**src/rtl/demux_pkg.sv**
```systemverilog
// Shared widths and slot state encoding for the 1-to-2 result demultiplexer.
package demux_pkg;

  localparam int DEMUX_WIDTH = 32;
  localparam int DEMUX_CW    = 8;

  typedef enum logic {
    SLOT_EMPTY = 1'b0,
    SLOT_FULL  = 1'b1
  } slot_state_t;

endpackage

```
**src/rtl/demux_1to2_reg_out_slot.sv**
```systemverilog
// One-entry registered output slot: data register, EMPTY/FULL state machine
// and a wrapping count of completed valid/ready handshakes.
module out_slot
  import demux_pkg::*;
#(
  parameter int WIDTH = DEMUX_WIDTH,
  parameter int CW    = DEMUX_CW
) (
  input  logic             clk,
  input  logic             rst,
  input  logic             load,
  input  logic [WIDTH-1:0] din,
  input  logic             ready,
  output logic [WIDTH-1:0] dout,
  output logic             valid,
  output logic [CW-1:0]    count
);

  slot_state_t      state_q, state_d;
  logic [WIDTH-1:0] data_q, data_d;
  logic [CW-1:0]    count_q, count_d;
  logic             drain;

  assign drain = valid & ready;

  // Reset drops any held word without counting it as delivered.
  always_ff @(posedge clk) begin
    if (rst) begin
      state_q <= SLOT_EMPTY;
      data_q  <= '0;
      count_q <= '0;
    end else begin
      state_q <= state_d;
      data_q  <= data_d;
      count_q <= count_d;
    end
  end

  always_comb begin
    state_d = state_q;
    case (state_q)
      SLOT_EMPTY: if (load) state_d = SLOT_FULL;
      SLOT_FULL:  if (drain && !load) state_d = SLOT_EMPTY;
      default:    state_d = SLOT_EMPTY;
    endcase
  end

  // Load is only issued when the slot is empty or draining, so a held word
  // is never overwritten before it has been delivered.
  always_comb begin
    data_d  = load ? din : data_q;
    count_d = count_q + {{(CW-1){1'b0}}, drain};
  end

  always_comb begin
    valid = (state_q == SLOT_FULL);
    dout  = data_q;
    count = count_q;
  end

endmodule

```
**src/rtl/demux_1to2_reg.sv**
```systemverilog
// Steers the ALU result word to the write-back slot (X) or the store/forward
// slot (Y); each slot has its own handshake so one stalled side never blocks the other.
module demux_1to2_reg
  import demux_pkg::*;
#(
  parameter int WIDTH = DEMUX_WIDTH,
  parameter int CW    = DEMUX_CW
) (
  input  logic             clk,
  input  logic             rst,
  input  logic [WIDTH-1:0] R,
  input  logic             C,
  input  logic             in_valid,
  output logic             in_ready,
  output logic [WIDTH-1:0] X,
  output logic             x_valid,
  input  logic             x_ready,
  output logic [WIDTH-1:0] Y,
  output logic             y_valid,
  input  logic             y_ready,
  output logic [CW-1:0]    x_count,
  output logic [CW-1:0]    y_count
);

  logic accept;
  logic loadX;
  logic loadY;

  // Readiness depends only on the slot currently selected by C.
  always_comb begin
    in_ready = C ? (~y_valid | y_ready) : (~x_valid | x_ready);
    accept   = in_valid & in_ready;
    loadX    = accept & ~C;
    loadY    = accept &  C;
  end

  out_slot #(.WIDTH(WIDTH), .CW(CW)) slotX (
    .clk   (clk),
    .rst   (rst),
    .load  (loadX),
    .din   (R),
    .ready (x_ready),
    .dout  (X),
    .valid (x_valid),
    .count (x_count)
  );

  out_slot #(.WIDTH(WIDTH), .CW(CW)) slotY (
    .clk   (clk),
    .rst   (rst),
    .load  (loadY),
    .din   (R),
    .ready (y_ready),
    .dout  (Y),
    .valid (y_valid),
    .count (y_count)
  );

endmodule

```
**config.mk**
```make
export PLATFORM = sky130hd
export DESIGN_NAME = demux_1to2_reg
export DESIGN_NICKNAME = d
export VERILOG_FILES = /design/src/rtl/demux_pkg.sv /design/src/rtl/demux_1to2_reg_out_slot.sv /design/src/rtl/demux_1to2_reg.sv
export SDC_FILE = /design/constraint.sdc
export NUM_CORES = 1
export LEC_CHECK = 0
export CAP_MARGIN = 15
export CORE_MARGIN = 4
export CORE_UTILIZATION = 40
export CTS_CLUSTER_SIZE = 40
export DETAILED_ROUTE_END_ITERATION = 16
export PLACE_DENSITY = 0.76
export SLEW_MARGIN = 15
export SYNTH_ARGS = -nofsm -noshare
export SYNTH_HDL_FRONTEND = slang
export SYNTH_SLANG_ARGS = --single-unit
```
**constraint.sdc**
```tcl
create_clock -name clk -period 2.6 [get_ports clk]
set_input_delay 0.52 -clock clk [delete_from_list [all_inputs] [get_ports clk]]
set_output_delay 0.52 -clock clk [all_outputs]
set_load 0.03 [all_outputs]
```
Yosys cells after proc, flatten, opt, wreduce, memory -nomap -nowiden
Index checks and enable logic that the tools add are counted.
{"block": "totals", "register_bits": 82, "input_bits": 38, "output_inout_bits": 83}
{"block": "classes", "addsub": 2, "mux": 7, "bitwise_logic": 10, "n_reduce_logical": 4}
{"cell": "$add A8 B1 Y8", "count": 2}
{"cell": "$and A1 B1 Y1", "count": 5}
{"cell": "$mux W1", "count": 5}
{"cell": "$pmux W1 S2", "count": 2}
{"cell": "$not A1 Y1", "count": 3}
{"cell": "$logic_and A1 B1 Y1", "count": 2}
{"cell": "$logic_not A1 Y1", "count": 2}
{"cell": "$or A1 B1 Y1", "count": 2}

Logic depth before layout (Yosys ltp)
{"block": "depth", "ltp_word": 9, "depth_mapped": 6}

Modules after synthesis
A second synthesis with hierarchy kept.
{"block": "hier_totals", "hier_cells": 291, "hier_area_um2": 3000.4}
{"module": "out_slot", "n_inst": 2, "cells_each": 142, "area_per_inst_um2": 1477.7, "seq_area_each_um2": 820.8}
{"module": "demux_1to2_reg", "n_inst": 1, "cells_each": 7, "area_per_inst_um2": 45.0, "seq_area_each_um2": 0.0}

Worst setup path after synthesis
Ideal clock, no wire load.
{"block": "synth_path", "path_type": "in2out", "from": "input port x_ready", "to": "output port in_ready", "arrival_ns": 1.456, "required_time_ns": 2.080, "slack_ns": 0.624, "cell_stages": 5, "path_cell_list": "nand2b_1 > buf_2 > buf_2 > nor2_1 > a21oi_1"}
{"block": "synth_between", "elab_chain_cells": 2}
{"element": "start, declared", "line_no": "demux_1to2_reg.sv:17", "source": "input logic x_ready,"}
{"element": "$or A1 B1 Y1", "line_no": "demux_1to2_reg.sv:31", "source": "in_ready = C ? (~y_valid | y_ready) : (~x_valid | x_ready);"}
{"element": "$mux W1", "line_no": "demux_1to2_reg.sv:31"}
{"element": "end, declared", "line_no": "demux_1to2_reg.sv:14", "source": "output logic in_ready,"}
No other way between the ends.

Final worst setup path
{"block": "layout_path", "from": "input port y_ready", "to": "output port in_ready"}
{"block": "layout_between", "elab_chain_cells": 2}
{"element": "start, declared", "line_no": "demux_1to2_reg.sv:20", "source": "input logic y_ready,"}
{"element": "$or A1 B1 Y1", "line_no": "demux_1to2_reg.sv:31"}
{"element": "$mux W1", "line_no": "demux_1to2_reg.sv:31"}
No other way between the ends.

==> reports/results.tsv <==
stage	metric	value	unit
route	DR pass1 iterations	4	
power	Clk pwr share	0.380	
power	Pint	0.00212	W
logic_synthesis	Post-synth EDFFs	0	
critical_path	max incr delay on CP	500	ps
timing	worst clock skew	6.21	ps
timing	setup slack after layout	534	ps
finish	nets	527	
logic_synthesis	count of different cell masters after synthesis	25	
route	DRC	0	
critical_path	WP data required	2080	ps
floorplanning	starting density of the core	0.411	
clock_network	Reg clk slew, reported paths	70	ps
critical_path	r2r endpoint	slotX.dout[20]	
clock_network	TritonCTS clock tree	yes	
route	Via density	5.33	
grt	global-route wire length before repair	15600	µm
clock_network	worst skew pair latency	340	ps
power	Sw Share	0.250	
place	dpl cells	576	
finish	post-layout util	0.609	
timing	Worst-Margin Slew	951	ps
logic_synthesis	Synth area leaders	dfxtp_1 (52%), a21oi_1 (11%), nand3_1 (11%)	
logic_synthesis	most frequent cell after synthesis	dfxtp_1	
finish	share of layout cells above drive strength 1	0.0673	
clock_network	TritonCTS Sinks	82	
place	GP Congestion	0.833	
floorplanning	floorplan row count	32	
clock_network	setup bufs post-CTS	0	
power	Leakage	1.61	nW
timing	Slew Limit Fails	0	
timing	Final Cycle Share	0.795	
run	max cap viols	0	
critical_path	Crit Path Class	input pin to output port	
critical_path	worst reg2reg path depth	3	
power	Peak supply drop	0.000311	V
logic_synthesis	Syn Area/Cell	8.38	µm²
clock_network	CTS root buf	clkbuf_8	
logic_synthesis	cell area after synthesis	0.00316	mm²
timing	maximum clock rate	484	MHz
critical_path	crit start category	input pin	
clock_network	CTS Hold Bufs	0	
clock_network	post-CTS sizing	0	
logic_synthesis	synth warn	0	
power	PD cells	605	mW/mm²
timing	relative slew slack	0.366	
min_path	worst hold path class	register to register	
critical_path	CP cell instances	clkdlybuf4s50_1 -> and2b_1 -> a21oi_1 -> buf_4	
power	Logic pwr share	0.150	
critical_path	critical path endpoint	in_ready	
power	Sw Pwr	0.000709	W
clock_network	clk buf depth	2	
logic_synthesis	Synth Flop Type	dfxtp_1	
grt	initial antenna violation count	0	
finish	Final Non-Filler Cells	592	
place	PortBufs	120	
logic_synthesis	post-synth top area share	0.520	
floorplanning	full die area	0.00938	mm²
logic_synthesis	Post-Syn Instances	377	
outcome	outcome	finished, final reports clean	
power	sequential share of power	0.470	
logic_synthesis	Post-Syn Nets	419	
power	Tot Pwr	0.00283	W
timing	fin crit period	2070	ps
timing	endpoints failing setup	0	
critical_path	Critical Path AT	1550	ps
route	via count	3153	
floorplanning	floorplan core area	0.00769	mm²
grt	largest net degree at the start of global routing	44	
grt	grt total ovfl	0	
route	Antenna Violating Nets Remaining	0	
critical_path	critical path's slowest cell	clkdlybuf4s50_1	
critical_path	reg-to-reg startpoint	slotX.valid	
route	Initial DRC Count	138	
floorplanning	I/O pins	121	
finish	Antenna diodes	0	
critical_path	Critical Path Source	y_ready	
route	WL per Instance	16.1	µm
logic_synthesis	Synth Register Bits	82	
clock_network	htree depth	3	
clock_network	number of buffers created by CTS	9	
grt	number of global-route vias before repair	3104	
place	dpl ws	356	ps
logic_synthesis	Synth area leader	dfxtp_1	
logic_synthesis	register area share after synthesis	0.520	
finish	Area Growth Syn to Fin	48.3	%
timing	Fin Setup TNS	0	ps
critical_path	R2R setup slack	950	ps
critical_path	endpoint class of the critical path	output port	
floorplanning	die span in y	96.9	µm
logic_synthesis	synth cell count leaders	dfxtp_1 (82), a21oi_1 (72), nand3_1 (71)	
timing	Hold Fails Final Rpt	0	
grt	total track usage	0.202	
route	Post-Route WL	9500	µm
timing	RSZ-0062 raised after global routing	no	
floorplanning	Die Width	96.9	µm
logic_synthesis	ys async rst share	0	
critical_path	Critical Path Fanout Max	3	
place	dpl hpwl	6770	µm
-- layout by cell type, fill, tap and decap left out, drive strengths merged, types with 5 or more instances in the layout --
cell type      instances
buf                   16
nor2b                  5
nand3                 71
nor2                   8
a21oi                 72
nand2                  5
o21ai                 68
dfxtp                 82
clkdlybuf4s50        118
clkbuf                11
-- sequential cells by signal (all words and copies together), names as in the netlist --
name	cells
slotX.valid	1
slotX.dout	32
slotY.count	8
slotY.dout	32
slotX.count	8
slotY.valid	1
-- power by group through the flow --
| stage | clock network (W) | registers, W | logic (W) |
|---|---|---|---|
| after floorplan | 0 | 0.00145 | 0.000122 |
| after global placement | 0 | 0.00136 | 0.000419 |
| after detailed placement | 0 | 0.00136 | 0.000427 |
| after CTS | 0.00110 | 0.00133 | 0.000429 |
| after global routing | 0.00115 | 0.00134 | 0.000455 |
| final | 0.00108 | 0.00133 | 0.000425 |
-- critical path: cells and delay by family --
family / cells / cell delay [ps]
AOI/OAI and AO/OA: 1 / 140
buffers and inverters: 2 / 680
and+or+nand+nor: 1 / 200
-- through the flow --
stage	cell area, µm²	hold slack, ps
floorplan	3160	603
global placement	4450	460
detailed placement	4450	467
CTS	4680	478
global route	4680	497
finish	4680	475
-- cells by family (layout without fill, tap and decap cells) --
logic type                 Yosys count  after routing  share of synthesized area
buffers and inverters               38            151                     0.0491
adders and majority gates            4              4                     0.0158
xor gates and xnor gates             6              6                     0.0166
DFF                                 82             82                      0.520
and+or+nand+nor                    105            105                      0.172
AOI/OAI and AO/OA                  142            142                      0.227
-- layer usage --
layer / global-route usage / vias up / wire [µm]
li1: - / 1548 / -
met4: 0.0691 / 0 / 141
met1: 0.243 / 1480 / 3920
met2: 0.346 / 114 / 4850
met5: 0 / - / 0
met3: 0.0541 / 11 / 601
-- area by class of cell --
type / count / area (µm²)
fillers: 674 / 3010
multi-input cells: 257 / 1360
clock inverters: 5 / 103
well taps: 102 / 128
repair buffers: 134 / 1310
flip-flops and latches: 82 / 1640
clock buffers: 11 / 131
inverters: 1 / 3.75
-- worst min-delay path by stage --
stage                               from              to  cells past startpoint
final                      slotY.dout[2]   slotY.dout[2]                      2
after global routing      slotY.dout[22]  slotY.dout[22]                      2
after CTS                  slotY.dout[2]   slotY.dout[2]                      2
after detailed placement   slotY.dout[2]   slotY.dout[2]                      2
after global placement    slotY.dout[15]  slotY.dout[15]                      2
after floorplan           slotY.count[7]  slotY.count[7]                      2
(Power assumes the default switching activity.)
